[src/rtl/uart_pkg.sv]
// uart_pkg: receiver state type and oversampling-ratio constants shared by the UART RX blocks.
package uart_pkg;
    typedef enum logic [2:0] {IDLE, START, DATA, PARITY, STOP} rx_state_t;
    localparam logic [4:0] OSM_13 = 5'd13;
    localparam logic [4:0] OSM_16 = 5'd16;
    function automatic logic [4:0] osm_n(input logic osmSel);
        return osmSel ? OSM_13 : OSM_16;
    endfunction
endpackage

[src/rtl/uart_rx_sync.sv]
// uart_rx_sync: rxd synchroniser (idles high) and single-clk tick on each rising edge of rxClk.
module uart_rx_sync #(
    parameter int SYNC_STAGES = 2
) (
    input  logic clk,
    input  logic rstN,
    input  logic rxd,
    input  logic rxClk,
    output logic rxdS,
    output logic tick
);
    logic [SYNC_STAGES-1:0] syncQ;
    logic                   rxClkQ;
    // rxClkQ resets high so leaving reset never fabricates a tick
    always_ff @(posedge clk or negedge rstN) begin
        if (!rstN) begin
            syncQ  <= '1;
            rxClkQ <= 1'b1;
        end else begin
            syncQ  <= {syncQ[SYNC_STAGES-2:0], rxd};
            rxClkQ <= rxClk;
        end
    end
    assign rxdS = syncQ[SYNC_STAGES-1];
    assign tick = rxClk & ~rxClkQ;
endmodule

[src/rtl/uart_rx_frame.sv]
// uart_rx_frame: oversampling UART receive framer with valid/ready byte output and error pulses.
module uart_rx_frame
    import uart_pkg::*;
#(
    parameter int DATA_BITS   = 8,
    parameter int PARITY_EN   = 0,
    parameter int PARITY_ODD  = 0,
    parameter int SYNC_STAGES = 2
) (
    input  logic                 clk,
    input  logic                 rstN,
    input  logic                 rxClk,
    input  logic                 osmSel,
    input  logic                 rxd,
    output logic [DATA_BITS-1:0] dataOut,
    output logic                 dataValid,
    input  logic                 dataReady,
    output logic                 rxBusy,
    output logic                 frameErr,
    output logic                 parityErr,
    output logic                 overrunErr
);
    localparam logic [2:0] LAST_BIT = 3'(DATA_BITS - 1);

    rx_state_t            state, stateNext;
    logic [3:0]           sampleCnt, sampleCntNext, lastCnt, midCnt;
    logic [2:0]           bitCnt, bitCntNext;
    logic [DATA_BITS-1:0] shiftReg, shiftNext;
    logic                 osmQ, osmNext, perrQ, perrNext;
    logic [4:0]           nSel;
    logic                 rxdS, tick, atLast, done, good;

    uart_rx_sync #(.SYNC_STAGES(SYNC_STAGES)) uSync (
        .clk   (clk),
        .rstN  (rstN),
        .rxd   (rxd),
        .rxClk (rxClk),
        .rxdS  (rxdS),
        .tick  (tick)
    );

    assign nSel    = osm_n(osmQ);
    assign lastCnt = 4'(nSel - 5'd1);
    assign midCnt  = nSel[4:1] - 4'd1;
    assign atLast  = sampleCnt == lastCnt;
    assign done    = tick && state == STOP && atLast;
    assign good    = done && rxdS && !perrQ;
    assign rxBusy  = state != IDLE;

    always_ff @(posedge clk or negedge rstN) begin
        if (!rstN) begin
            state     <= IDLE;
            sampleCnt <= '0;
            bitCnt    <= '0;
            shiftReg  <= '0;
            osmQ      <= 1'b0;
            perrQ     <= 1'b0;
        end else begin
            state     <= stateNext;
            sampleCnt <= sampleCntNext;
            bitCnt    <= bitCntNext;
            shiftReg  <= shiftNext;
            osmQ      <= osmNext;
            perrQ     <= perrNext;
        end
    end

    always_comb begin
        stateNext     = state;
        sampleCntNext = sampleCnt;
        bitCntNext    = bitCnt;
        shiftNext     = shiftReg;
        osmNext       = osmQ;
        perrNext      = perrQ;
        if (tick) begin
            sampleCntNext = sampleCnt + 4'd1;
            case (state)
                IDLE: begin
                    sampleCntNext = '0;
                    if (!rxdS) begin
                        stateNext = START;
                        osmNext   = osmSel;
                        perrNext  = 1'b0;
                    end
                end
                START: if (sampleCnt == midCnt) begin
                    sampleCntNext = '0;
                    bitCntNext    = '0;
                    stateNext     = rxdS ? IDLE : DATA;
                end
                DATA: if (atLast) begin
                    sampleCntNext = '0;
                    shiftNext     = {rxdS, shiftReg[DATA_BITS-1:1]};
                    bitCntNext    = bitCnt + 3'd1;
                    if (bitCnt == LAST_BIT) stateNext = (PARITY_EN != 0) ? PARITY : STOP;
                end
                PARITY: if (atLast) begin
                    sampleCntNext = '0;
                    perrNext      = rxdS != ((^shiftReg) ^ (PARITY_ODD != 0));
                    stateNext     = STOP;
                end
                STOP: if (atLast) begin
                    sampleCntNext = '0;
                    stateNext     = IDLE;
                end
                default: stateNext = IDLE;
            endcase
        end
    end

    // an accept in the same clk frees the holding register, so a good frame then loads instead of overrunning
    always_ff @(posedge clk or negedge rstN) begin
        if (!rstN) begin
            dataOut    <= '0;
            dataValid  <= 1'b0;
            frameErr   <= 1'b0;
            parityErr  <= 1'b0;
            overrunErr <= 1'b0;
        end else begin
            frameErr   <= done && !rxdS;
            parityErr  <= done && rxdS && perrQ;
            overrunErr <= good && dataValid && !dataReady;
            if (good && (!dataValid || dataReady)) begin
                dataOut   <= shiftReg;
                dataValid <= 1'b1;
            end else if (dataReady) begin
                dataValid <= 1'b0;
            end
        end
    end
endmodule
[config.mk]
export PLATFORM = sky130hd
export DESIGN_NAME = uart_rx_frame
export DESIGN_NICKNAME = d
export VERILOG_FILES = /design/src/rtl/uart_pkg.sv /design/src/rtl/uart_rx_sync.sv /design/src/rtl/uart_rx_frame.sv
export SDC_FILE = /design/constraint.sdc
export NUM_CORES = 1
export LEC_CHECK = 0
export ABC_AREA = 1
export CORE_MARGIN = 2
export CORE_UTILIZATION = 30
export CTS_CLUSTER_DIAMETER = 60
export DETAILED_ROUTE_END_ITERATION = 6
export PLACE_DENSITY = 0.58
export SETUP_SLACK_MARGIN = 0.02
export SYNTH_ARGS = -nofsm -noshare
export SYNTH_HDL_FRONTEND = slang
export SYNTH_SLANG_ARGS = --single-unit
[constraint.sdc]
create_clock -name clk -period 2.15 [get_ports clk]
set_clock_uncertainty 0.1 [all_clocks]
set_input_delay 0.645 -clock clk [delete_from_list [all_inputs] [get_ports clk]]
set_output_delay 0.645 -clock clk [all_outputs]
set_load 0.03 [all_outputs]
==> Yosys cells after proc, flatten, opt, wreduce, memory -nomap -nowiden <==
Cells that the tools add are included.
{ "totals": {"register_bits": 35, "latch_bits": 0, "mem_bits_rw": 0, "rom_bits": 0, "in_bits": 6, "output_inout_bits": 13, "word_cells": 80, "mem_count": 0} }
{ "classes": {"addsub": 4, "multipliers": 0, "div_mod_pow": 0, "order_cmp": 0, "eq_ne": 14, "n_shift": 0, "n_mux": 20, "n_bitwise": 3, "reduce_logical": 26} }
{ "op_table": {"columns": ["operator", "count"], "rows": [
  ["$mux W3", 8],
  ["$pmux W3 S5", 1],
  ["$ne A2 B2 Y1 const B", 6],
  ["$pmux W4 S3", 1],
  ["$logic_and A1 B1 Y1", 9],
  ["$eq A4 B4 Y1", 2],
  ["$mux W4", 2],
  ["$reduce_and A4 Y1", 2],
  ["$reduce_xor A8 Y1", 1],
  ["$sub A4 B1 Y4 const B", 2],
  ["$reduce_and A7 Y1", 1],
  ["$eq A3 B2 Y1 const B", 2],
  ["$eq A3 B3 Y1 const B", 2],
  ["$pmux W3 S2", 1],
  ["$reduce_and A3 Y1", 2],
  ["$reduce_bool A2 Y1", 3],
  ["$mux W5", 1],
  ["$add A4 B1 Y4 const B", 1],
  ["$logic_not A1 Y1", 4],
  ["$mux W1", 4],
  ["$add A3 B1 Y3 const B", 1],
  ["$eq A3 B1 Y1 const B", 1],
  ["$logic_not A3 Y1", 1],
  ["$reduce_bool A3 Y1", 1],
  ["7 further kinds", 8]
]} }

==> Depth between registers and ports, before layout <==
{ "logic_depth": {"ltp_word": 8, "mapped_depth": 10, "depth_no_buf": 10} }

==> Hierarchy <==
Synthesis repeated with hierarchy kept, for this count alone.
{ "unflattened": {"hier_cells": 217, "area_unflattened_um2": 1722.9} }
{ "modules_own_cells": {"columns": ["module", "instances", "cells_per_inst", "area_per_inst_um2", "seq_area_each_um2"], "rows": [
  ["uart_rx_frame", 1, 212, 1634.1, 800.8],
  ["uart_rx_sync", 1, 5, 88.8, 78.8]
]} }

==> Least setup slack after synthesis <==
Ideal clock, no wire load.
{ "synth_timing": {"kind": "input to register", "from": "input port rxClk", "to": "register dataOut[0]", "setup_ps": 118, "arrival_ps": 1332, "t_required_ps": 1932, "path_slack_ps": 601, "path_stages": 7, "n_path_buf": 0, "path_cell_list": "nand2_2 -> inv_2 -> nand2_1 -> nor2_4 -> nand3_4 -> nand2_1 -> nand2_1"} }
{ "synth_between": {"elab_chain_len": 6} }
{ "synth_rtl": {"columns": ["item", "line", "source"], "rows": [
  ["from (decl)", "uart_rx_frame.sv:12", "input logic rxClk,"],
  ["$and A1 B1 Y1", "uart_rx_sync.sv:25", "assign tick = rxClk & ~rxClkQ;"],
  ["$logic_and A1 B1 Y1 (2 in a row)", "uart_rx_frame.sv:46", "assign done = tick && state == STOP && atLast;"],
  ["$logic_and A1 B1 Y1 (2 in a row)", "uart_rx_frame.sv:47", "assign good = done && rxdS && !perrQ;"],
  ["$logic_and A1 B1 Y1", "uart_rx_frame.sv:123", "if (good && (!dataValid || dataReady)) begin"],
  ["to (signal assigned)", "uart_rx_frame.sv:124", "dataOut <= shiftReg;"],
  ["to (decl)", "uart_rx_frame.sv:15", "output logic [DATA_BITS-1:0] dataOut,"]
]} }
Every way passes these cells.
A chain may end at the register's enable or synchronous reset.

==> Final worst setup path <==
{ "layout_timing": {"from": "register dataOut[0]", "to": "output port dataOut[0]"} }
No word-level cell between the ends.

==> key figures <==
Route
  • Via count: 1443
  • Routed len/inst: 10.4 um
  • Post-route DRC: 0
  • Iter 0 DRT Violations: 46
  • DR vias/cell: 4.31
  • DR pass1 iterations: 4
  • Final wirelength: 3470 um
  • Detail Route Antenna Nets: 0

Floorplanning
  • Core area: 5920 um^2
  • Starting Density: 31.0%
  • IO Pins: 19
  • Die Y-Extent: 82.2 um
  • Die ar.: 6760 um^2
  • Die width: 82.2 um
  • Core Rows: 28

Global routing
  • Vias in the first global route: 1371
  • Initial antenna violation count: 0
  • Congestion Overflow GR: 0
  • Largest net degree at the start of global routing: 36
  • GRT Util Overall: 11.8%
  • First-pass GRT wire length: 6110 um

Synthesis
  • Synth Area per Inst: 8.06 um^2
  • Yosys top cell area share: 43.6%
  • Syn Inst Count: 228
  • Synthesized cell area: 1840 um^2
  • Synth cell types: 26
  • Synth area leaders: dfrtp_1 (44%), nand2_1 (17%), inv_1 (5.9%)
  • Cell taking the most area after synthesis: dfrtp_1
  • Seq/Total Area, Yosys: 47.9%
  • Syn Nets: 237
  • Yosys warning count: 0
  • Register bit total from synthesis: 35

Final layout
  • Sequential cell area: 880 um^2
  • Antenna cells: 0
  • Area growth, synth to finish: 21.8%
  • Multi-input gate area: 818 um^2
  • Share of cells above drive strength 1: 18.5%
  • Final nets: 268
  • Fill count: 618

Clock tree
  • CTS HTree Levels: 2
  • CTS tree: built
  • Clk sinks: 35
  • CTS Root Cell: clkbuf_8
  • Post-cts resize count: 1
  • Hold buffers post-CTS: 0
  • Setup repair bufs after CTS: 0
  • Clock buffer depth: 2
  • Clk pin slew, worst setup/hold paths: 0.07 ns
  • Latest clock arrival within the worst-skew pair: 0.29 ns
  • Total CTS buffers: 5

Pwr
  • Power Total: 1760 uW
  • VDD IR max: 0.000332 V
  • Pleak: 0.00113 uW
  • P per Cell Area: 786 nW/um^2

STA
  • Final Max Tran Viols: 0
  • Final Cycle Share: 96.1%
  • Slew @ Worst Pin: 0.444 ns
  • Final hold vios: 0
  • Unrepaired setup endpoints after global routing: no
  • Slew HR: 70.4%
  • FMAX: 484 MHz
  • Hold WS: 0.256 ns
  • Minimum clock period after layout: 2.07 ns
  • Setup Viol. Count Final: 0

Critical path
  • WP buf/inv: 1
  • CP required: 1.40 ns
  • CP arrival: 1.32 ns
  • CP max FO: 2
  • Startpoint types: register
  • Critical path type: register to primary output
  • Slowest CP cell: clkdlybuf4s50_1
  • CP peak stage delay: 0.68 ns
  • CP Capture Type: primary output
  • CP delay by family, top: buffers and inverters
  • Cell-by-cell trace of the critical path: clkdlybuf4s50_1

Place
  • Buffers added on ports: 18
  • Routability cong.: 0.770
  • Hpwl dp: 2510 um

Job
  • Max Cap Viol: 0

Min path
  • Min-delay worst type: register to register

Outcome
  • Run status: completed
through the flow:
stage	setup WS, ns	utilization (%)	setup TNS (ns)	instance area (um^2)	std cells
final	0.0849	37.8	0	2240	335
after global routing	0.0288	37.8	0	2240	335
after CTS	0.0639	37.7	0	2230	335
after detailed placement	-0.0139	36.3	-0.0451	2150	327
after global placement	0.0129	36.3	0	2150	327
after floorplan	0.601	-	0	1840	228
placed cells by master (no fill, tap or decap), drive strengths merged:
master	count
dlygate4sd2	1
o21ai	17
clkdlybuf4s50	17
dfrtp	32
clkinv	3
clkbuf	7
nand2	93
nor2	15
nand3	13
a21oi	2
xnor2	3
nor4	1
or2	1
inv	33
nor3	5
buf	7
nand4	4
dfstp	3
ha	3
sequential cells by signal, indices dropped and copies added (netlist names):
register      cells
bitCnt            3
frameErr          1
dataValid         1
parityErr         1
perrQ             1
osmQ              1
sampleCnt         4
uSync.rxClkQ      1
shiftReg          8
uSync.syncQ       2
dataOut           8
overrunErr        1
state             3
kinds of logic (layout without fill, tap and decap cells):
| family | count (synthesis) | after routing | share of synthesized area [%] |
|---|---|---|---|
| AO/OA/AOI/OAI | 19 | 19 | 6.81 |
| XOR/XNOR | 3 | 3 | 1.43 |
| adder cells (fa/ha/maj) | 3 | 3 | 2.04 |
| buffers and inverters | 36 | 68 | 7.83 |
| flip-flops | 35 | 35 | 47.9 |
| AND/OR/NAND/NOR | 132 | 132 | 34.0 |
worst paths after layout:
path / to / slack (ns) / start / cells after the start
max: dataOut[0] / 0.08 / dataOut[0]$_DFFE_PN0P_ / 1
min reg2reg: uSync.syncQ[1]$_DFF_PN1_ / 0.26 / uSync.syncQ[0]$_DFF_PN1_ / 0
min: uSync.syncQ[1]$_DFF_PN1_ / 0.26 / uSync.syncQ[0]$_DFF_PN1_ / 0
max in group asynchronous: uSync.syncQ[1]$_DFF_PN1_ / 0.94 / rstN / 2
max reg2reg: bitCnt[1]$_DFFE_PN0P_ / 0.57 / state[0]$_DFFE_PN0P_ / 7
min in group asynchronous: state[2]$_DFFE_PN0P_ / 0.67 / rstN / 2
power breakdown:
group,switching (uW),internal [uW]
logic,323,183
registers,71.4,724
clock network,230,227
total,624,1130
per-layer routing:
metal  track usage (%)  part of all wire (%)  up-vias  wire length, um
met5                 0                     0        -                0
met4              5.00                   2.0        0               69
met3              3.26                   3.1        5              106
met2              18.1                    44       17             1510
met1              15.5                    51      652             1790
li1                  -                     -      769                -
synth_stat cells:
cell type / instances
nor2_2: 2
nand4_1: 3
nand2_1: 85
inv_1: 29
nand4_2: 1
xnor2_1: 3
clkinv_1: 1
clkinv_2: 1
nand2_2: 8
dfstp_2: 3
nand3_1: 10
a21oi_1: 2
o21ai_2: 8
ha_1: 3
or2_2: 1
nor3_1: 5
o21ai_0: 7
nor2_4: 4
nand3_2: 1
nor2_1: 9
buf_6: 1
nand3_4: 2
inv_2: 4
o21ai_1: 2
nor4_1: 1
dfrtp_1: 32
final cells by class:
cell class                      count  share of cell area, %
Clock buffer                        7                   3.41
Clock inverter                      1                  0.224
Inverter                           35                   5.93
Multi-Input combinational cell    157                   36.6
Sequential cell                    35                   39.3
Tap cell                           75                   4.19
Timing Repair Buffer               25                   10.3
No activity file was read; power rests on OpenSTA's default activity.
